--- config.mk ---
export PLATFORM = sky130hd
export DESIGN_NAME = synapse_accumulator
export DESIGN_NICKNAME = d
export VERILOG_FILES = /design/src/rtl/snn_pkg.sv /design/src/rtl/syn_weight_ram.sv /design/src/rtl/synapse_accumulator.sv
export SDC_FILE = /design/constraint.sdc
export NUM_CORES = 1
export LEC_CHECK = 0
export ABC_CLOCK_PERIOD_IN_PS = 2500
export CAP_MARGIN = 0
export CORE_AREA = 3 3 174 176
export DETAILED_ROUTE_END_ITERATION = 7
export DIE_AREA = 0 0 177 179
export DONT_BUFFER_PORTS = 1
export PLACE_DENSITY = 0.67
export SKIP_CTS_REPAIR_TIMING = 1
export SYNTH_ARGS = -nofsm -noshare
export SYNTH_HDL_FRONTEND = slang
export SYNTH_SLANG_ARGS = --single-unit
--- constraint.sdc ---
create_clock -name i_clk -period 2.5 [get_ports i_clk]
set_input_delay 0.375 -clock i_clk [delete_from_list [all_inputs] [get_ports i_clk]]
set_output_delay 0.375 -clock i_clk [all_outputs]
set_load 0.005 [all_outputs]
--- src/rtl/snn_pkg.sv ---
// ----------------------------------------------------------------------------
// snn_pkg
// Shared definitions for the spiking-neuron datapath blocks.
//   SNN_DATA_LENGTH : default width of the neuron input current word
//   syn_state_t     : frame sequencer states of synapse_accumulator
// ----------------------------------------------------------------------------
package snn_pkg;

    localparam int SNN_DATA_LENGTH = 32;

    typedef enum logic [1:0] {
        ST_IDLE  = 2'd0,
        ST_ACCUM = 2'd1,
        ST_EMIT  = 2'd2
    } syn_state_t;

endpackage

--- src/rtl/syn_weight_ram.sv ---
// ----------------------------------------------------------------------------
// syn_weight_ram
// Synaptic weight register file: one synchronous write port, one registered
// read port. On a same-cycle write/read to the same index the read returns
// the value held before the write.
//
// Ports
//   clk      : clock, rising edge
//   rst      : synchronous active-high reset; every entry returns to INIT
//   wr_en    : write strobe
//   wr_addr  : write index
//   wr_data  : write value
//   rd_en    : read strobe; rd_data updates only when set
//   rd_addr  : read index
//   rd_data  : registered read data (valid the cycle after rd_en)
// ----------------------------------------------------------------------------
module syn_weight_ram #(
    parameter int          DEPTH = 8,
    parameter int          WIDTH = 28,
    parameter int unsigned INIT  = 2**24,
    localparam int         AW    = $clog2(DEPTH)
) (
    input  logic             clk,
    input  logic             rst,
    input  logic             wr_en,
    input  logic [AW-1:0]    wr_addr,
    input  logic [WIDTH-1:0] wr_data,
    input  logic             rd_en,
    input  logic [AW-1:0]    rd_addr,
    output logic [WIDTH-1:0] rd_data
);

    localparam logic [WIDTH-1:0] INIT_W = WIDTH'(INIT);

    logic [WIDTH-1:0] mem [DEPTH];

    // Read and write share one edge; the read samples the array before the
    // write lands, which gives read-old-on-collision for free.
    always_ff @(posedge clk) begin
        if (rst) begin
            for (int i = 0; i < DEPTH; i++) begin
                mem[i] <= INIT_W;
            end
            rd_data <= '0;
        end else begin
            if (wr_en) begin
                mem[wr_addr] <= wr_data;
            end
            if (rd_en) begin
                rd_data <= mem[rd_addr];
            end
        end
    end

endmodule

--- src/rtl/synapse_accumulator.sv ---
// ----------------------------------------------------------------------------
// synapse_accumulator
// Samples a presynaptic spike vector, then scans the synapses one per cycle,
// summing the weights of those that spiked, and emits the sum as a one-cycle
// neuron input current.
//
// Optional feature: define SYN_SATURATE_EN to clamp the accumulator at
// all-ones instead of wrapping modulo 2**DATA_LENGTH.
//
// Handshake: a frame is accepted on a rising edge where i_frame_valid and
// o_ready are both high. o_ready is high only in IDLE; a request while busy
// is dropped (never queued) and flagged on o_overrun in that same cycle.
//
// Timing for a frame accepted at edge t:
//   edges t+1 .. t+NUM_SYN   : weight[idx] read for idx 0 .. NUM_SYN-1
//   edges t+2 .. t+NUM_SYN+1 : the read weight is added when its spike is set
//   cycle after t+NUM_SYN+1  : EMIT, o_current/o_current_valid presented
//
// Ports
//   i_clk, i_rst     : clock and synchronous active-high reset
//   i_pre_spike      : presynaptic spike vector, bit k = synapse k
//   i_frame_valid    : request to sample i_pre_spike
//   o_ready          : high in IDLE
//   i_wr_en/addr/data: weight write port, usable in any state
//   o_current        : weighted sum in EMIT, zero otherwise
//   o_current_valid  : one-cycle pulse in EMIT
//   o_overrun        : frame request seen while busy
//   o_state          : current sequencer state (observability)
// ----------------------------------------------------------------------------
module synapse_accumulator
    import snn_pkg::*;
#(
    parameter int          DATA_LENGTH  = SNN_DATA_LENGTH,
    parameter int          NUM_SYN      = 8,
    parameter int          WEIGHT_WIDTH = 28,
    parameter int unsigned INIT_WEIGHT  = 2**24,
    localparam int         AW           = $clog2(NUM_SYN)
) (
    input  logic                    i_clk,
    input  logic                    i_rst,
    input  logic [NUM_SYN-1:0]      i_pre_spike,
    input  logic                    i_frame_valid,
    output logic                    o_ready,
    input  logic                    i_wr_en,
    input  logic [AW-1:0]           i_wr_addr,
    input  logic [WEIGHT_WIDTH-1:0] i_wr_data,
    output logic [DATA_LENGTH-1:0]  o_current,
    output logic                    o_current_valid,
    output logic                    o_overrun,
    output syn_state_t              o_state
);

    // idx counts one past the last synapse so the drain cycle is visible.
    localparam logic [AW:0] IDX_END = (AW+1)'(NUM_SYN);
    localparam logic [AW:0] IDX_ONE = (AW+1)'(1);

    syn_state_t                 state_q, state_d;
    logic [NUM_SYN-1:0]         snap_q;
    logic [AW:0]                idx_q;
    logic [DATA_LENGTH-1:0]     acc_q;
    logic                       rd_vld_q;
    logic                       spk_q;
    logic [WEIGHT_WIDTH-1:0]    rd_weight;
    logic                       accept;
    logic                       scan_active;

    function automatic logic [DATA_LENGTH-1:0] acc_add(
        input logic [DATA_LENGTH-1:0] a,
        input logic [DATA_LENGTH-1:0] b
    );
        logic [DATA_LENGTH:0] s;
        s = {1'b0, a} + {1'b0, b};
`ifdef SYN_SATURATE_EN
        // Once clamped, every later add carries out again, so it holds.
        return s[DATA_LENGTH] ? '1 : s[DATA_LENGTH-1:0];
`else
        return s[DATA_LENGTH-1:0];
`endif
    endfunction

    assign accept      = i_frame_valid && (state_q == ST_IDLE);
    assign scan_active = (state_q == ST_ACCUM) && (idx_q < IDX_END);

    syn_weight_ram #(
        .DEPTH (NUM_SYN),
        .WIDTH (WEIGHT_WIDTH),
        .INIT  (INIT_WEIGHT)
    ) u_weights (
        .clk     (i_clk),
        .rst     (i_rst),
        .wr_en   (i_wr_en),
        .wr_addr (i_wr_addr),
        .wr_data (i_wr_data),
        .rd_en   (scan_active),
        .rd_addr (idx_q[AW-1:0]),
        .rd_data (rd_weight)
    );

    // State register
    always_ff @(posedge i_clk) begin
        if (i_rst) begin
            state_q <= ST_IDLE;
        end else begin
            state_q <= state_d;
        end
    end

    // Next-state logic. ACCUM spans NUM_SYN read cycles plus one drain
    // cycle in which the last read weight is added.
    always_comb begin
        state_d = state_q;
        case (state_q)
            ST_IDLE:  if (accept) state_d = ST_ACCUM;
            ST_ACCUM: if (idx_q == IDX_END) state_d = ST_EMIT;
            ST_EMIT:  state_d = ST_IDLE;
            default:  state_d = ST_IDLE;
        endcase
    end

    // Datapath: snapshot, scan index, read pipeline and accumulator.
    always_ff @(posedge i_clk) begin
        if (i_rst) begin
            snap_q   <= '0;
            idx_q    <= '0;
            acc_q    <= '0;
            rd_vld_q <= 1'b0;
            spk_q    <= 1'b0;
        end else if (accept) begin
            snap_q   <= i_pre_spike;
            idx_q    <= '0;
            acc_q    <= '0;
            rd_vld_q <= 1'b0;
            spk_q    <= 1'b0;
        end else begin
            // spk_q travels alongside the registered weight read.
            rd_vld_q <= scan_active;
            spk_q    <= scan_active && snap_q[idx_q[AW-1:0]];
            if (scan_active) begin
                idx_q <= idx_q + IDX_ONE;
            end
            if (rd_vld_q && spk_q) begin
                acc_q <= acc_add(acc_q, DATA_LENGTH'(rd_weight));
            end
        end
    end

    // Outputs. Gated by reset so nothing leaks out while i_rst is high.
    always_comb begin
        o_ready         = (state_q == ST_IDLE);
        o_current_valid = (state_q == ST_EMIT) && !i_rst;
        o_current       = o_current_valid ? acc_q : '0;
        o_overrun       = i_frame_valid && (state_q != ST_IDLE) && !i_rst;
        o_state         = state_q;
    end

endmodule

==> results.sh <==
export IMPL_outcome="finished, final reports clean"
export IMPL_nFillCells=2336
export IMPL_finalSetupViolations=0
export IMPL_worstPathArrival_ns=2.90
export IMPL_final_util_pct=57.5
export IMPL_h_tree_depth=2
export IMPL_grt_max_degree=61
export IMPL_relSlewSlack_pct=36.9
export IMPL_wl_per_cell_microns=20.8
export IMPL_finalMaxSlewViolations=0
export IMPL_clockBufferDepth=3
export IMPL_period_needed_ns=2.46
export IMPL_post_drt_via_cell_ratio=5.61
export IMPL_synthTopCellsByCount="and2_1, edfxtp_1, nand2_1"
export IMPL_critPathKind="flip-flop to flip-flop"
export IMPL_pre_cts_ws_ns=-0.0952
export IMPL_busiest_layer="met2"
export IMPL_grt_util_met1_pct=29.4
export IMPL_clockRootBuffer="clkbuf_16"
export IMPL_startpoint="acc_q[4]"
export IMPL_ys_top_cells_by_area="edfxtp_1, and2_1, dfxtp_1"
export IMPL_grt_pass1_wl_microns=52500
export IMPL_synth_top_area_share_pct=47.0
export IMPL_r2r_end="acc_q[29]"
export IMPL_finClkSkew_ns=0.00998
export IMPL_crit_required_ns=2.93
export IMPL_grt_overflow=0
export IMPL_yosysMostFrequentCell="and2_1"
export IMPL_reg2reg_setup_slack_ns=0.04
export IMPL_io_pins=80
export IMPL_ff2ff_path_depth=9
export IMPL_yosysUniqueCellTypes=53
export IMPL_drv_cap=0
export IMPL_initial_core_util_pct=49.7
export IMPL_syn_inst=1165
export IMPL_start_kind="flip-flop"
export IMPL_cp_endpoint="acc_q[29]"
export IMPL_fin_ws_ns=0.0364
export IMPL_cts_tree="built"
export IMPL_synth_net_count=1239
export IMPL_gp_routability_congestion=0.901
export IMPL_dieArea_sq_um=31700
export IMPL_clock_sinks=300
export IMPL_die_h_microns=179
export IMPL_syn_cell_area_sq_um=14300
export IMPL_placementRows=62
export IMPL_ys_ff_latch=300
export IMPL_leakage_uw=0.00602
export IMPL_yosys_warnings=0
export IMPL_place_inst=1555
export IMPL_timing_rr_start="acc_q[4]"
export IMPL_dieWidth_microns=177
export IMPL_timing_final_crit_share_pct=98.5
export IMPL_cts_made_buffers=34
export IMPL_grt_pass1_vias=9439
export IMPL_vias=9107
export IMPL_instances_no_fill=1624
export IMPL_grt_usage_pct=21.6
export IMPL_core_sq_um=28800
export IMPL_first_pass_iters=5
export IMPL_synthToLayoutAreaGrowth_pct=15.6
export IMPL_synth_ff_type="edfxtp_1"
export IMPL_p_total_uw=11400
export IMPL_crit_path_end_kind="flip-flop"
export IMPL_rsz0062_at_grt="yes"
export IMPL_ant_nets=0
export IMPL_dpl_hpwl_microns=21700
export IMPL_synth_area_leader_cell="edfxtp_1"
export IMPL_worst_path_max_fanout=3
export IMPL_tightest_slew_ns=0.940
export IMPL_grt_util_met3_pct=4.13
export IMPL_drive_gt1_share_pct=19.4
export IMPL_synth_seq_area_share_pct=57.6
export IMPL_hold_path_class="input pin to flip-flop"
export IMPL_worst_skew_pair_late_latency_ns=0.51
export IMPL_place_area_sq_um=15200
export IMPL_p_per_area_nw_per_um2=689
export IMPL_io_buffers=0
export IMPL_fmax_ghz=0.406
export IMPL_ir_drop_uv=484
export IMPL_fin_nets=1288
export IMPL_hold_violations=0
export IMPL_synth_edf_count=224
export IMPL_design_area_sq_um=16600
export IMPL_syn_mean_instance_area_sq_um=12.3
export IMPL_clkSlewWorstSetupHoldPaths_ns=0.06
export IMPL_wl_microns=33800
export IMPL_antenna_found_initial=0
export IMPL_first_iter_violations=739
export IMPL_n_antenna_cell=0
export IMPL_grtUsageMet2_pct=36.2
export IMPL_async_reset_ff_share_pct=0
export IMPL_drc=0
-- state kept, by name, summed over array words and instances (netlist names) --
register           count
u_weights.rd_data     28
rd_vld_q               1
spk_q                  1
snap_q                 8
u_weights.mem        224
o_state                2
acc_q                 32
idx_q                  4
-- power by group --
part	switching (uW)	internal, uW
combinational	423	363
sequential	121	5630
clock	1940	2930
-- cell families (layout without fill, tap and decap cells) --
group	count (synthesis)	count (layout)	share of synthesized area, %
XOR/XNOR	24	24	1.47
multiplexers	64	64	9.54
buffers and inverters	90	165	2.55
adder cells (fa/ha/maj)	31	31	2.76
AND/OR/NAND/NOR	495	495	18.4
flip-flops	300	300	57.6
AO/OA/AOI/OAI	161	161	7.62
-- through the flow --
stage | TNS (ns) | hold WS [ns]
CTS | -1.09 | -0.0694
floorplan | 0 | 0.437
finish | 0 | 0.00678
global route | -0.133 | 0.00257
global placement | -0.197 | 0.455
detailed placement | -0.752 | 0.456
-- per-layer routing --
| layer | vias to the layer above | wire length [microns] |
|---|---|---|
| li1 | 4330 | - |
| met1 | 4498 | 15000 |
| met2 | 232 | 16300 |
| met3 | 47 | 1950 |
| met4 | 0 | 570 |
| met5 | - | 0 |
-- cell usage in the layout (no fill, tap or decap), types with 4 or more instances in the layout --
cell type / Yosys / routed
a21o_1: 15 / 15
a21oi_1: 49 / 44
a21oi_2: 2 / 7
a22o_1: 8 / 8
a311oi_1: 28 / 28
a31oi_1: 6 / 5
and2_1: 252 / 251
and3_1: 5 / 5
buf_12: 0 / 8
buf_4: 6 / 79
clkbuf_1: 65 / 13
clkbuf_16: 0 / 37
clkbuf_8: 0 / 4
dfxtp_1: 76 / 66
dfxtp_2: 0 / 9
dlygate4sd3_1: 0 / 4
edfxtp_1: 224 / 224
ha_1: 30 / 23
ha_4: 0 / 5
inv_1: 12 / 12
mux2i_1: 6 / 6
mux4_2: 58 / 58
nand2_1: 122 / 122
nand2b_1: 9 / 9
nand3_1: 11 / 11
nand4_1: 8 / 8
nor2_1: 52 / 52
nor3_1: 14 / 10
nor3_2: 0 / 4
o211ai_1: 6 / 6
o21ai_0: 22 / 14
o21ai_1: 2 / 8
or2_2: 8 / 8
or3_1: 6 / 6
xnor2_1: 15 / 15
xor2_1: 9 / 9
-- how the worst min path moves through the flow --
| stage | from | to | slack [ns] | cells after the start |
|---|---|---|---|---|
| 2_1_floorplan | snap_q[2] | snap_q[2] | 0.44 | 1 |
| 3_3_place_gp | snap_q[7] | snap_q[7] | 0.45 | 1 |
| 3_5_place_dp | snap_q[2] | snap_q[2] | 0.46 | 1 |
| 4_1_cts | i_rst | u_weights.rd_data[21] | -0.07 | 1 |
| 5_1_grt | i_pre_spike[5] | snap_q[5] | 0.003 | 1 |
| 6_report | i_pre_spike[2] | snap_q[2] | 0.007 | 1 |
-- cell type report --
cell class,count,area [sq um],area share (%)
Sequential cell,300,8260,49.9
Tap cell,384,480,2.90
Clock inverter,8,63.8,0.385
Multi-Input combinational cell,775,5880,35.5
Timing Repair Buffer,91,793,4.79
Inverter,12,45.0,0.272
Clock buffer,54,1030,6.22
-- worst max-delay path, cell delays in order (launching register included) --
cell,delay (ns)
dfxtp_2,0.33
ha_4,0.26
o211ai_1,0.12
o211ai_1,0.24
a21oi_2,0.09
o41a_1,0.38
a211oi_4,0.29
a31oi_2,0.14
or3_1,0.40
a21oi_2,0.11
No activity file was read; power rests on OpenSTA's default activity.
